File: config.mk
export PLATFORM = sky130hd
export DESIGN_NAME = pipeline_ctrl
export DESIGN_NICKNAME = d
export VERILOG_FILES = /design/src/rtl/pipeline_ctrl_pkg.sv /design/src/rtl/hazard_detect.sv /design/src/rtl/pipeline_ctrl.sv
export SDC_FILE = /design/constraint.sdc
export NUM_CORES = 1
export LEC_CHECK = 0
export BUFFER_PORTS_ARGS = -buffer_cell sky130_fd_sc_hd__buf_2
export CAP_MARGIN = 20
export CORE_ASPECT_RATIO = 1.1
export CORE_MARGIN = 8
export CORE_UTILIZATION = 47
export DETAILED_ROUTE_END_ITERATION = 16
export PLACE_DENSITY = 0.86
export SETUP_SLACK_MARGIN = 0.15
export SYNTH_ARGS = -nofsm -noshare
export SYNTH_HDL_FRONTEND = slang
export SYNTH_SLANG_ARGS = --single-unit
File: constraint.sdc
create_clock -name clk -period 2.4 [get_ports clk]
set_clock_uncertainty 0.2 [all_clocks]
set_input_delay 0 -clock clk [delete_from_list [all_inputs] [get_ports clk]]
set_output_delay 0 -clock clk [all_outputs]
set_load 0.03 [all_outputs]
File: src/rtl/pipeline_ctrl_pkg.sv
// ----------------------------------------------------------------------------
// pipeline_ctrl_pkg
//   Shared types and constants for the pipeline hold/flush sequencer.
//   - state_t : sequencer states (RUN, MUL_WAIT, EXC_DRAIN)
//   - PC_SEL_*: next-PC source encodings driven on pc_sel
//   - ctrl_t  : bundle of the per-cycle stall/flush/pc_sel controls
// ----------------------------------------------------------------------------
package pipeline_ctrl_pkg;

    typedef enum logic [1:0] {
        RUN       = 2'd0,
        MUL_WAIT  = 2'd1,
        EXC_DRAIN = 2'd2
    } state_t;

    localparam logic [1:0] PC_SEL_SEQ    = 2'b00;  // PC + 4
    localparam logic [1:0] PC_SEL_BRANCH = 2'b01;  // branch / jump target
    localparam logic [1:0] PC_SEL_EXC    = 2'b10;  // exception vector
    localparam logic [1:0] PC_SEL_EPC    = 2'b11;  // saved EPC

    typedef struct packed {
        logic       pc_stall;
        logic       ifid_stall;
        logic       ifid_flush;
        logic       idex_stall;
        logic       idex_flush;
        logic       exmem_stall;
        logic       exmem_flush;
        logic [1:0] pc_sel;
    } ctrl_t;

    localparam ctrl_t CTRL_IDLE = '{pc_sel: PC_SEL_SEQ, default: 1'b0};

endpackage

File: src/rtl/hazard_detect.sv
// ----------------------------------------------------------------------------
// hazard_detect
//   Combinational load-use detector: the instruction in ID reads a register
//   that the load currently in EX has not yet produced.
//   Ports:
//     id_rs1, id_rs2           source registers of the ID instruction
//     id_uses_rs1, id_uses_rs2 which sources the ID instruction really reads
//     ex_rd                    destination of the EX instruction
//     ex_mem_read              EX instruction is a load
//     load_use                 1 = ID must wait one cycle for the load data
// ----------------------------------------------------------------------------
module hazard_detect (
    input  logic [4:0] id_rs1,
    input  logic [4:0] id_rs2,
    input  logic       id_uses_rs1,
    input  logic       id_uses_rs2,
    input  logic [4:0] ex_rd,
    input  logic       ex_mem_read,
    output logic       load_use
);

    logic rs1_hit;
    logic rs2_hit;

    // x0 is hard-wired to zero, so a load targeting it never creates a hazard.
    assign rs1_hit  = id_uses_rs1 && (id_rs1 == ex_rd);
    assign rs2_hit  = id_uses_rs2 && (id_rs2 == ex_rd);
    assign load_use = ex_mem_read && (ex_rd != 5'd0) && (rs1_hit || rs2_hit);

endmodule

File: src/rtl/pipeline_ctrl.sv
// ----------------------------------------------------------------------------
// pipeline_ctrl
//   Central hold/flush sequencer for the in-order 5-stage core. Decides, each
//   cycle, stall and flush for PC, IF/ID, ID/EX and EX/MEM, selects the next-PC
//   source and tracks supervisor mode.
//   Parameters:
//     MUL_LATENCY  cycles a multiply occupies EX (>= 2)
//     DRAIN_CYCLES cycles the front end is held after an exception (>= 1)
//   Ports:
//     clk, reset                   clock, synchronous active-high reset
//     id_*                         ID-stage operand usage (load-use check)
//     ex_rd, ex_mem_read           EX-stage load destination
//     ex_is_mul, ex_branch_taken   EX-stage multiply / taken branch
//     d_cache_stall, rob_full      back-pressure from memory and ROB
//     exc_valid, exc_return        commit-time exception / handler return
//     *_stall, *_flush             pipeline register controls
//     pc_sel                       next-PC source (see PC_SEL_* in package)
//     supervisor_mode              current privilege (1 = supervisor)
//     stall_count                  cycles with pc_stall = 1 (wraps)
//   Control outputs are combinational from registered state and the current
//   inputs; state, cnt, supervisor_mode and stall_count are registered.
// ----------------------------------------------------------------------------
module pipeline_ctrl
    import pipeline_ctrl_pkg::*;
#(
    parameter int MUL_LATENCY  = 4,
    parameter int DRAIN_CYCLES = 2
) (
    input  logic        clk,
    input  logic        reset,
    input  logic [4:0]  id_rs1,
    input  logic [4:0]  id_rs2,
    input  logic        id_uses_rs1,
    input  logic        id_uses_rs2,
    input  logic [4:0]  ex_rd,
    input  logic        ex_mem_read,
    input  logic        ex_is_mul,
    input  logic        ex_branch_taken,
    input  logic        d_cache_stall,
    input  logic        rob_full,
    input  logic        exc_valid,
    input  logic        exc_return,
    output logic        pc_stall,
    output logic        ifid_stall,
    output logic        ifid_flush,
    output logic        idex_stall,
    output logic        idex_flush,
    output logic        exmem_stall,
    output logic        exmem_flush,
    output logic [1:0]  pc_sel,
    output logic        supervisor_mode,
    output logic [31:0] stall_count
);

    localparam int CNT_MAX = (MUL_LATENCY > DRAIN_CYCLES) ? MUL_LATENCY : DRAIN_CYCLES;
    localparam int CNT_W   = $clog2(CNT_MAX + 1);

    localparam logic [CNT_W-1:0] MUL_CNT_INIT   = CNT_W'(MUL_LATENCY - 2);
    localparam logic [CNT_W-1:0] DRAIN_CNT_INIT = CNT_W'(DRAIN_CYCLES - 1);
    localparam logic [CNT_W-1:0] CNT_ONE        = CNT_W'(1);

    state_t           state_q;
    state_t           state_d;
    logic [CNT_W-1:0] cnt_q;
    logic [CNT_W-1:0] cnt_d;
    logic             supervisor_d;
    logic             load_use;
    logic             mul_done;
    ctrl_t            ctrl;

    hazard_detect u_hazard_detect (
        .id_rs1      (id_rs1),
        .id_rs2      (id_rs2),
        .id_uses_rs1 (id_uses_rs1),
        .id_uses_rs2 (id_uses_rs2),
        .ex_rd       (ex_rd),
        .ex_mem_read (ex_mem_read),
        .load_use    (load_use)
    );

    // Last MUL_WAIT cycle: the multiply result moves on, so the cycle behaves
    // like RUN (except that the still-visible ex_is_mul must not re-arm).
    assign mul_done = (state_q == MUL_WAIT) && (cnt_q == '0);

    always_comb begin
        // NOTE: every signal gets a default first so no path leaves it
        // unassigned; a missing default here would infer a latch.
        ctrl         = CTRL_IDLE;
        state_d      = state_q;
        cnt_d        = cnt_q;
        supervisor_d = supervisor_mode;

        if (reset) begin
            ctrl.ifid_flush  = 1'b1;
            ctrl.idex_flush  = 1'b1;
            ctrl.exmem_flush = 1'b1;
        end else if (exc_valid) begin
            // Exception wins over everything, including a miss or a multiply.
            ctrl.ifid_flush  = 1'b1;
            ctrl.idex_flush  = 1'b1;
            ctrl.exmem_flush = 1'b1;
            ctrl.pc_sel      = PC_SEL_EXC;
            state_d          = EXC_DRAIN;
            cnt_d            = DRAIN_CNT_INIT;
            supervisor_d     = 1'b1;
        end else if (exc_return && (state_q == RUN)) begin
            ctrl.ifid_flush  = 1'b1;
            ctrl.idex_flush  = 1'b1;
            ctrl.pc_sel      = PC_SEL_EPC;
            supervisor_d     = 1'b0;
        end else begin
            // Sequencer bookkeeping. The multiply timer keeps running under a
            // D-cache miss (the multiplier is not blocked by memory); the drain
            // window only counts cycles in which the front end is really held
            // by the drain itself.
            unique case (state_q)
                MUL_WAIT: begin
                    if (mul_done) begin
                        state_d = RUN;
                    end else begin
                        cnt_d = cnt_q - CNT_ONE;
                    end
                end
                EXC_DRAIN: begin
                    if (!d_cache_stall) begin
                        if (cnt_q == '0) begin
                            state_d = RUN;
                        end else begin
                            cnt_d = cnt_q - CNT_ONE;
                        end
                    end
                end
                RUN: begin
                    if (!d_cache_stall && !ex_branch_taken && ex_is_mul) begin
                        state_d = MUL_WAIT;
                        cnt_d   = MUL_CNT_INIT;
                    end
                end
                default: begin
                    state_d = RUN;
                    cnt_d   = '0;
                end
            endcase

            // Output priority. A taken branch under a miss is ignored here; EX
            // is held, so the branch is seen again once the miss clears.
            if (d_cache_stall) begin
                ctrl.pc_stall    = 1'b1;
                ctrl.ifid_stall  = 1'b1;
                ctrl.idex_stall  = 1'b1;
                ctrl.exmem_stall = 1'b1;
            end else if (state_q == EXC_DRAIN) begin
                ctrl.pc_stall    = 1'b1;
                ctrl.ifid_stall  = 1'b1;
                ctrl.idex_flush  = 1'b1;
            end else if ((state_q == MUL_WAIT) && !mul_done) begin
                ctrl.pc_stall    = 1'b1;
                ctrl.ifid_stall  = 1'b1;
                ctrl.idex_stall  = 1'b1;
                ctrl.exmem_flush = 1'b1;
            end else if (ex_branch_taken) begin
                ctrl.ifid_flush  = 1'b1;
                ctrl.idex_flush  = 1'b1;
                ctrl.pc_sel      = PC_SEL_BRANCH;
            end else if ((state_q == RUN) && ex_is_mul) begin
                ctrl.pc_stall    = 1'b1;
                ctrl.ifid_stall  = 1'b1;
                ctrl.idex_stall  = 1'b1;
                ctrl.exmem_flush = 1'b1;
            end else if (load_use || rob_full) begin
                ctrl.pc_stall    = 1'b1;
                ctrl.ifid_stall  = 1'b1;
                ctrl.idex_flush  = 1'b1;
            end
        end
    end

    // A register is never both held and cleared; the flush wins.
    assign pc_stall    = ctrl.pc_stall;
    assign ifid_stall  = ctrl.ifid_stall  & ~ctrl.ifid_flush;
    assign ifid_flush  = ctrl.ifid_flush;
    assign idex_stall  = ctrl.idex_stall  & ~ctrl.idex_flush;
    assign idex_flush  = ctrl.idex_flush;
    assign exmem_stall = ctrl.exmem_stall & ~ctrl.exmem_flush;
    assign exmem_flush = ctrl.exmem_flush;
    assign pc_sel      = ctrl.pc_sel;

    // NOTE: sequential state uses non-blocking assignments so every register
    // samples the pre-edge values, independent of statement order.
    always_ff @(posedge clk) begin
        if (reset) begin
            state_q         <= RUN;
            cnt_q           <= '0;
            supervisor_mode <= 1'b1;
            stall_count     <= '0;
        end else begin
            state_q         <= state_d;
            cnt_q           <= cnt_d;
            supervisor_mode <= supervisor_d;
            if (ctrl.pc_stall) begin
                stall_count <= stall_count + 32'd1;
            end
        end
    end

endmodule

# Word level (Yosys, flattened, before mapping)
# Index checks and enable logic that the tools add are counted.
word_totals:
  register_bits: 38
  out_inout_bits: 42
  word_cells: 113
classes:
  n_addsub: 2
  eq_ne: 17
  muxes: 58
  n_bitwise: 7
  reduce_logical: 23
ops:
  columns: ["op", "count"]
  rows:
  - ["2-to-1 mux 2 bit", 19]
  - ["adder 32 x 1 -> 32 bit, second input constant", 1]
  - ["2-to-1 mux 1 bit", 30]
  - ["2-to-1 mux 3 bit", 7]
  - ["AND reduction 5 bit", 4]
  - ["!= test 3 bit, second input constant", 6]
  - ["!= test 2 bit, second input constant", 7]
  - ["equality test 5 bit", 2]
  - ["logical AND 1 bit", 10]
  - ["one-hot mux 3 bit (3 select lines)", 1]
  - ["one-hot mux 2 bit (3 select lines)", 1]
  - ["nonzero test 5 bit", 1]
  - ["inverter 1 bit", 4]
  - ["AND 1 bit", 3]
  - ["zero test 1 bit", 3]
  - ["zero test 3 bit", 1]
  - ["subtractor 3 x 1 -> 3 bit, second input constant", 1]
  - ["equality test 2 x 1 -> 1 bit, second input constant", 1]
  - ["equality test 2 bit, second input constant", 1]
  - ["zero test 2 bit", 1]
  - ["logical OR 1 bit", 2]
  - ["OR reduction 2 bit", 1]

# Depth between registers and ports, before layout
# Gate-level depths: netlist of run 1.
logic_depth:
  depth_word: 16
  ltp_mapped: 11
  depth_no_buf: 8

# By module
# Synthesis of run 1 repeated with hierarchy kept, for this count alone.
hier_totals:
  cells_unflattened: 272
  area_unflattened_um2: 2182.1
by_module_without_submodules:
  columns: ["module", "instances", "cells_each", "area_per_inst_um2", "seq_area_each_um2"]
  rows:
  - ["pipeline_ctrl", 1, 255, 2048.2, 760.7]
  - ["hazard_detect", 1, 17, 133.9, 0.0]

# Worst setup path after synthesis of run 1
# OpenSTA, ideal clock, no wires.
synth_path:
  kind: "flip-flop to flip-flop"
  startpoint: "register state_q[0]"
  endpoint: "register stall_count[15]"
  arrival_ps: 2023
  path_slack_ps: 105
  path_stages_with_launch: 11
  cell_sequence: "dfxtp_1 > inv_1 > ha_1 > nand2_1 > nand2_2 > nor3_2 > a21oi_2 > buf_6 > buf_6 > or4_1 > a21oi_1"
synth_via:
  elab_chain_cells: 10
synth_lines:
  columns: ["element", "line_no", "text"]
  rows:
  - ["start: declaration", "pipeline_ctrl.sv:62", "state_t state_q;"]
  - ["start signal: assignment", "pipeline_ctrl.sv:197", "state_q <= state_d;"]
  - ["zero test 2 bit / equality test 2 x 1 -> 1 bit (equally long branches)", null, null]
  - ["logical AND 1 bit (on tied branches)", "pipeline_ctrl.sv:165, pipeline_ctrl.sv:83", null]
  - ["2-to-1 mux 2 bit / zero test 1 bit (equally long branches)", "pipeline_ctrl.sv:165, pipeline_ctrl.sv:156", null]
  - ["2-to-1 mux 2 bit / logical AND 1 bit (equally long branches)", "pipeline_ctrl.sv:161, pipeline_ctrl.sv:156", null]
  - ["2-to-1 mux 2 bit", "pipeline_ctrl.sv:156", "end else if ((state_q == MUL_WAIT) && !mul_done) begin"]
  - ["2-to-1 mux 2 bit", "pipeline_ctrl.sv:152", "end else if (state_q == EXC_DRAIN) begin"]
  - ["2-to-1 mux 2 bit", "pipeline_ctrl.sv:147", "if (d_cache_stall) begin"]
  - ["2-to-1 mux 2 bit *", "pipeline_ctrl.sv:106", "end else if (exc_return && (state_q == RUN)) begin"]
  - ["2-to-1 mux 2 bit *", "pipeline_ctrl.sv:97", "end else if (exc_valid) begin"]
  - ["2-to-1 mux 2 bit *", "pipeline_ctrl.sv:93", "if (reset) begin"]
  - ["end signal: assignment", "pipeline_ctrl.sv:201", "stall_count <= stall_count + 32'd1;"]
  - ["end: declaration", "pipeline_ctrl.sv:52", "output logic [31:0] stall_count"]
# Mark *: on every way between the ends. The rest lies on a longest branch, timed or not.
# A chain may end at the register's enable or synchronous reset.

# Worst setup path in the final report of run 1
layout_path:
  startpoint: "register cnt_q[1]"
  endpoint: "output ifid_stall"
layout_via:
  elab_chain_cells: 12
layout_lines:
  columns: ["element", "line_no", "text"]
  rows:
  - ["start: declaration", "pipeline_ctrl.sv:64", "logic [CNT_W-1:0] cnt_q;"]
  - ["start signal: assignment", "pipeline_ctrl.sv:198", "cnt_q <= cnt_d;"]
  - ["zero test 3 bit *", "pipeline_ctrl.sv:83", "assign mul_done = (state_q == MUL_WAIT) && (cnt_q == '0);"]
  - ["logical AND 1 bit *", "pipeline_ctrl.sv:83", null]
  - ["zero test 1 bit *", "pipeline_ctrl.sv:156", null]
  - ["logical AND 1 bit *", "pipeline_ctrl.sv:156", null]
  - ["2-to-1 mux 1 bit", "pipeline_ctrl.sv:156", null]
  - ["2-to-1 mux 2 bit", "pipeline_ctrl.sv:152", null]
  - ["2-to-1 mux 1 bit", "pipeline_ctrl.sv:147", null]
  - ["2-to-1 mux 1 bit", "pipeline_ctrl.sv:106", null]
  - ["2-to-1 mux 1 bit", "pipeline_ctrl.sv:97", null]
  - ["2-to-1 mux 1 bit", "pipeline_ctrl.sv:93", null]
  - ["inverter 1 bit", "pipeline_ctrl.sv:180", "assign ifid_stall = ctrl.ifid_stall & ~ctrl.ifid_flush;"]
  - ["AND 1 bit *", "pipeline_ctrl.sv:180", null]
  - ["end: declaration", "pipeline_ctrl.sv:44", "output logic ifid_stall,"]
# Marks and branches as above.

==> run summary, run 1 <==
DP Worst Slack: 0.0299 ns
Max Fclk: 437 MHz
Core region area: 4680 um2
Worst Hold Class: input pin to register
Clock edge transition at the registers on the reported setup and hold paths: 0.07 ns
Combinational family with the most area after synthesis: simple AND/OR/NAND/NOR gates
Y dimension of the die: 89.6 um
Final count of hold timing violations: 0
Net count of the finished layout: 410
Io pins: 68
Post-Synthesis Cell Area: 2310 um2
Number of unique standard cell types used by synthesis: 45
Worst setup path startpoint: cnt_q[1]
Worst skew pair latency: 0.30 ns
Total of warnings raised by yosys: 0
Setup Viol. Count Final: 0
Post-Synthesis Cells: 283
Final WL: 7850 um
Top library cells by usage in the layout, fill and taps aside: buf_2, dfxtp_1, a21oi_1
Num CTS Buffers: 5
Post-synthesis adder-cell area fraction: 0.0379
TritonCTS clock tree: done
LEAKAGE: 1.31 nW
Internal power component: 982 uW
Average detailed-routed wire length per instance: 18.1 um
Period Utilization, post-route: 0.953
Antenna viol nets, final: 0
Clock sinks: 38
Full die area: 7420 um2
Slowest cell on the critical path: a21oi_4
Most common cell after layout, fill and taps aside: buf_2
Outcome: finished, final reports clean
Buffers on Ports: 67
Post-Synthesis Mean Instance Area: 8.17 um2
Post-Synthesis Net Count: 316
CTS Buffer Depth: 2
Crit path buffers/inverters: 4
Fraction of synthesized area in multiplexers: 0
Iteration count of the initial detailed-routing pass: 5
Power share of the sequential group: 0.464
Flip-flop and latch count after synthesis: 38
H-tree lvl count: 2
Slew Limit Headroom: 0.694
Min cycle time layout: 2.29 ns
Floorplan die width: 82.9 um
Worst path cell trace: inv_2, ha_4, nand2b_4, a32oi_4, a31oi_4, a21oi_4, clkbuf_16, inv_2, buf_6
Post-synthesis xor/xnor area fraction: 0.0449
Worst setup path class: register to primary output
Standard-cell row count: 26
Cell mode on critical path: inv_2
Critical path data arrival time: 2.09 ns
Simple logic cell fraction of the synthesized area: 0.295
Min-Delay Startpoint: d_cache_stall
Relative contribution of the clock network to total power: 0.303
Vias per Instance: 6.13
Initial core utilization: 0.494
Antenna violations before repair: 0
Wire length of the first global-routing pass: 9890 um
Part of the total power dissipated in combinational logic: 0.232
Final sum of negative setup slack: 0 ns
Worst reg2reg startpoint: cnt_q[1]
Largest net degree at the start of global routing: 41
Required time reported for the critical path endpoint: 2.20 ns
Via count: 2655
Slew at the pin closest to its max-slew limit: 0.458 ns
Grt total ovfl: 0
Highest net fanout along the worst path: 7
DP Wirelength: 4550 um
Post-route worst setup slack: 0.114 ns
Share of final-layout standard cells stronger than drive strength 1: 0.406
Most used DFF post-synth: dfxtp_1
Sort of element at the start of the critical path: register
Final slew viol count: 0
DRC marker count from the first detailed-route iteration: 240
Share of synthesized area occupied by flip-flops and latches: 0.329
Number of global-route vias before repair: 2309
Cell at the root of the clock tree: clkbuf_8
Proportion of register bits with asynchronous set or reset after synthesis: 0
Number of max-cap violations: 0
Routability Congestion: 0.807
Number of flops mapped to enable cells by yosys: 0
Area growth from synthesis to layout: 40.7%
Global routing usage summed across all routing layers: 0.158
Complex-gate fraction of the synthesized area: 0.222
Fraction of power spent switching nets: 0.294
Psw: 409 uW
Count of unresolved DRC violations after routing: 0
Worst path max stage delay: 0.39 ns
Pwr dens: 428 nW/um2
Setup crit end kind: primary output
Antenna diode instance count: 0
Unrepaired setup endpoints after global routing: true
VDD IR max: 0.232 mV
Cell family contributing the most delay on the critical path: compound AO/OA/AOI/OAI gates
Hold Worst Slack: 0.122 ns
==> final timing paths <==
| path | end | slack, ns | cells past startpoint |
|---|---|---|---|
| setup / recovery | ifid_stall | 0.11 | 9 |
| hold / removal | state_q[0] | 0.12 | 4 |
| setup reg to reg | stall_count[18] | 0.13 | 10 |
| hold reg to reg | stall_count[31] | 0.30 | 2 |
==> cells by family (layout without fill, tap and decap cells) <==
logic type	count (synthesis)	after routing
AO/OA/AOI/OAI	83	83
XOR/XNOR	11	11
adder cells (fa/ha/maj)	7	7
buffers and inverters	28	122
flip-flops	38	38
AND/OR/NAND/NOR	116	116
==> routing by layer <==
metal,part of all wire,global-route usage
met4,0.041,0.0799
met3,0.083,0.0510
met2,0.51,0.294
met5,0,0
met1,0.37,0.157
==> power groups by stage <==
stage	sequential [mW]	combinational (mW)	clock, mW
after floorplan	0.665	0.142	0
after global placement	0.657	0.206	0
after detailed placement	0.659	0.211	0
after CTS	0.645	0.221	0.420
after global routing	0.646	0.343	0.454
final	0.646	0.323	0.422
==> flip-flops by register name, summed over array words and instances, names as in the netlist <==
| register | flops |
|---|---|
| cnt_q | 3 |
| supervisor_mode | 1 |
| state_q | 2 |
| stall_count | 32 |
==> area by class of cell <==
class                   count  area [um2]
clock buffers               5        68.8
clock inverters             2        10.0
fillers                   352        1430
inverters                  13        51.3
multi-input cells         217        1530
flip-flops and latches     38         768
well taps                  56        70.1
repair buffers            102         754
==> synthesized netlist by cell type (5+ instances only) <==
master	instances	area (um2)
a21oi_1	31	155
o31ai_1	8	60.1
or4_1	10	75.1
nand3_1	9	45.0
o21ai_2	6	52.6
nand2_1	20	75.1
and4_1	6	52.6
and3_1	8	50.1
a21oi_2	6	52.6
nor2_1	10	37.5
inv_1	13	48.8
ha_1	7	87.6
clkbuf_1	5	18.8
or3_1	22	138
dfxtp_1	38	761
xnor2_1	10	87.6
o21ai_0	22	110
nand4_1	17	106
==> metrics by stage <==
stage	util	std cells	power [mW]	area (um2)
finish	0.694	433	1.39	3250
global route	0.694	433	1.44	3250
CTS	0.611	413	1.29	2860
detailed placement	0.582	403	0.870	2730
global placement	0.582	403	0.863	2730
floorplan	-	283	0.807	2310
==> repair_timing <==
item                                    CTS  global route
endpoints found under the setup margin   10            15
resized for setup                         6            42
hold buffers                              3             0
endpoints found under the hold margin     6             0
buffers inserted                          0            14
pin swaps                                 1            14
cloned                                    0             6
==> worst min-delay path: cells and delay by family <==
kind            cells  cell delay, ns
buf+inv             1            0.17
compound gates      2            0.29
simple gates        1            0.13
Note: power is estimated with default switching activity, not from simulation.
==> run 2, diff against run 1 <==
==> constraint.sdc (replaced) <==
create_clock -name clk -period 2.4 [get_ports clk]
set_clock_uncertainty 0.2 [all_clocks]
set_input_delay 0.12 -clock clk [delete_from_list [all_inputs] [get_ports clk]]
set_output_delay 0.12 -clock clk [all_outputs]
set_load 0.03 [all_outputs]
==> run 2 against run 1 <==
Against the previous run: die area did not move; critical path depth is 1 higher; combinational power decreased by 11%; critical path type is now register to register; worst hold slack got worse by 0.11 ns; non-clock buffer count is 5 lower; register-to-register slack hardly changed; routed wire length fell by 10%.
==> run summary, run 2 (synthesis results as in run 1) <==
Most common cell after layout, fill and taps aside: buf_2
Final count of hold timing violations: 0
Via count: 2565
Number of fillers in the final layout: 376
Worst Hold Class: input pin to register
Highest net fanout along the worst path: 9
Floorplan die width: 82.9 um
Iteration count of the initial detailed-routing pass: 5
Vias per Instance: 5.99
Internal power component: 962 uW
Worst setup path class: register to register
Max Fclk: 443 MHz
Net count of the finished layout: 405
Pwr dens: 435 nW/um2
Cell at the root of the clock tree: clkbuf_8
Grt total ovfl: 0
LEAKAGE: 1.25 nW
Final WL: 7030 um
Min cycle time layout: 2.26 ns
Largest Register: stall_count
Initial core utilization: 0.494
Max reg flops: 32
Sort of element at the start of the critical path: register
Final sum of negative setup slack: 0 ns
Setup Viol. Count Final: 0
Count of unresolved DRC violations after routing: 0
Standard-cell row count: 26
CTS Buffer Depth: 2
Overall power: 1.35 mW
Global routing usage summed across all routing layers: 0.171
Full die area: 7420 um2
Core region area: 4680 um2
VDD IR max: 0.237 mV
Footprint of the flip-flops and latches: 766 um2
Worst skew pair latency: 0.29 ns
Antenna viol nets, final: 0
Outcome: finished, final reports clean
Psw: 388 uW
Share of final-layout standard cells stronger than drive strength 1: 0.379
Power share of the sequential group: 0.478
DRC marker count from the first detailed-route iteration: 193
Number of max-cap violations: 0
Clock sinks: 38
Final slew viol count: 0
Relative contribution of the clock network to total power: 0.310
Area growth from synthesis to layout: 34.3%
Required time reported for the critical path endpoint: 2.43 ns
Largest registers: stall_count: 32 flops, cnt_q: 3 flops, state_q: 2 flops
Multi-input gate area: 1480 um2
Wire length of the first global-routing pass: 10700 um
Average detailed-routed wire length per instance: 16.4 um
Top library cells by usage in the layout, fill and taps aside: buf_2, dfxtp_1, a21oi_1
Period Utilization, post-route: 0.940
Y dimension of the die: 89.6 um
Num CTS Buffers: 5
Unrepaired setup endpoints after global routing: true
DP Wirelength: 4550 um
Antenna diode instance count: 0
Clock edge transition at the registers on the reported setup and hold paths: 0.08 ns
TritonCTS clock tree: done
Part of the total power dissipated in combinational logic: 0.213
Routability Congestion: 0.807
Antenna violations before repair: 0
Largest net degree at the start of global routing: 41
Number of global-route vias before repair: 2407
H-tree lvl count: 2
Fraction of power spent switching nets: 0.288
Setup crit end kind: register
Io pins: 68
Slew Limit Headroom: 0.696
Critical path data arrival time: 2.29 ns
Slew at the pin closest to its max-slew limit: 0.451 ns
Buffers on Ports: 67
## run 2: layer usage
layer  vias up  track usage  part of all wire
met1      1225        0.172              0.38
met2        91        0.312              0.50
met4         0        0.102             0.037
met3        24       0.0510             0.075
met5         -            0                 0
li1       1225            -                 -
## run 2: metrics by stage
stage	setup slack (ns)	cell area [um2]	cells	utilization	hold WS [ns]
floorplan	0.154	2310	283	-	-0.000689
global placement	0.146	2730	403	0.582	0.195
detailed placement	0.0299	2730	403	0.582	0.203
CTS	0.168	2960	419	0.632	0.00462
global route	0.0743	3110	428	0.663	0.0203
finish	0.144	3110	428	0.663	0.0112
## run 2: layout make-up
type | instances | share of cell area
Clock buffer | 5 | 0.0222
Clock inverter | 2 | 0.00322
Inverter | 13 | 0.0165
Multi-Input combinational cell | 217 | 0.477
Sequential cell | 38 | 0.247
Tap cell | 56 | 0.0226
Timing Repair Buffer | 97 | 0.212
## run 2: path summary, 6_finish.rpt
check                                startpoint               to  slack, ns  cells after the start
worst min-delay path                  exc_valid       state_q[0]       0.01                      3
worst max-delay path                   cnt_q[0]  stall_count[14]       0.14                     10
worst min register to register  supervisor_mode  supervisor_mode       0.27                      2
worst max register to register         cnt_q[0]  stall_count[14]       0.14                     10
## run 2: power by group through the flow
stage	logic, mW	clock network, mW	registers (mW)
2_1_floorplan	0.142	0	0.665
3_5_place_dp	0.211	0	0.659
5_1_grt	0.308	0.449	0.646
3_3_place_gp	0.206	0	0.657
6_report	0.287	0.418	0.646
4_1_cts	0.248	0.420	0.645
## run 2: worst max-delay path, stage by stage, from the launching register on
cell and delay, ns:
dfxtp_2 0.33, inv_2 0.05, ha_1 0.18, nand2b_1 0.14, a32oi_4 0.08, a31oi_4 0.22
a21oi_4 0.10, buf_12 0.15, buf_16 0.13, or4_4 0.50, a21oi_2 0.12
## run 2: repair_timing
item,CTS,global route
pin swaps,3,6
buffers inserted,5,8
gates resized for setup,14,22
hold endpoints to repair,3,0
hold buffers,3,0
endpoints found under the setup margin,10,9
gates cloned,1,1
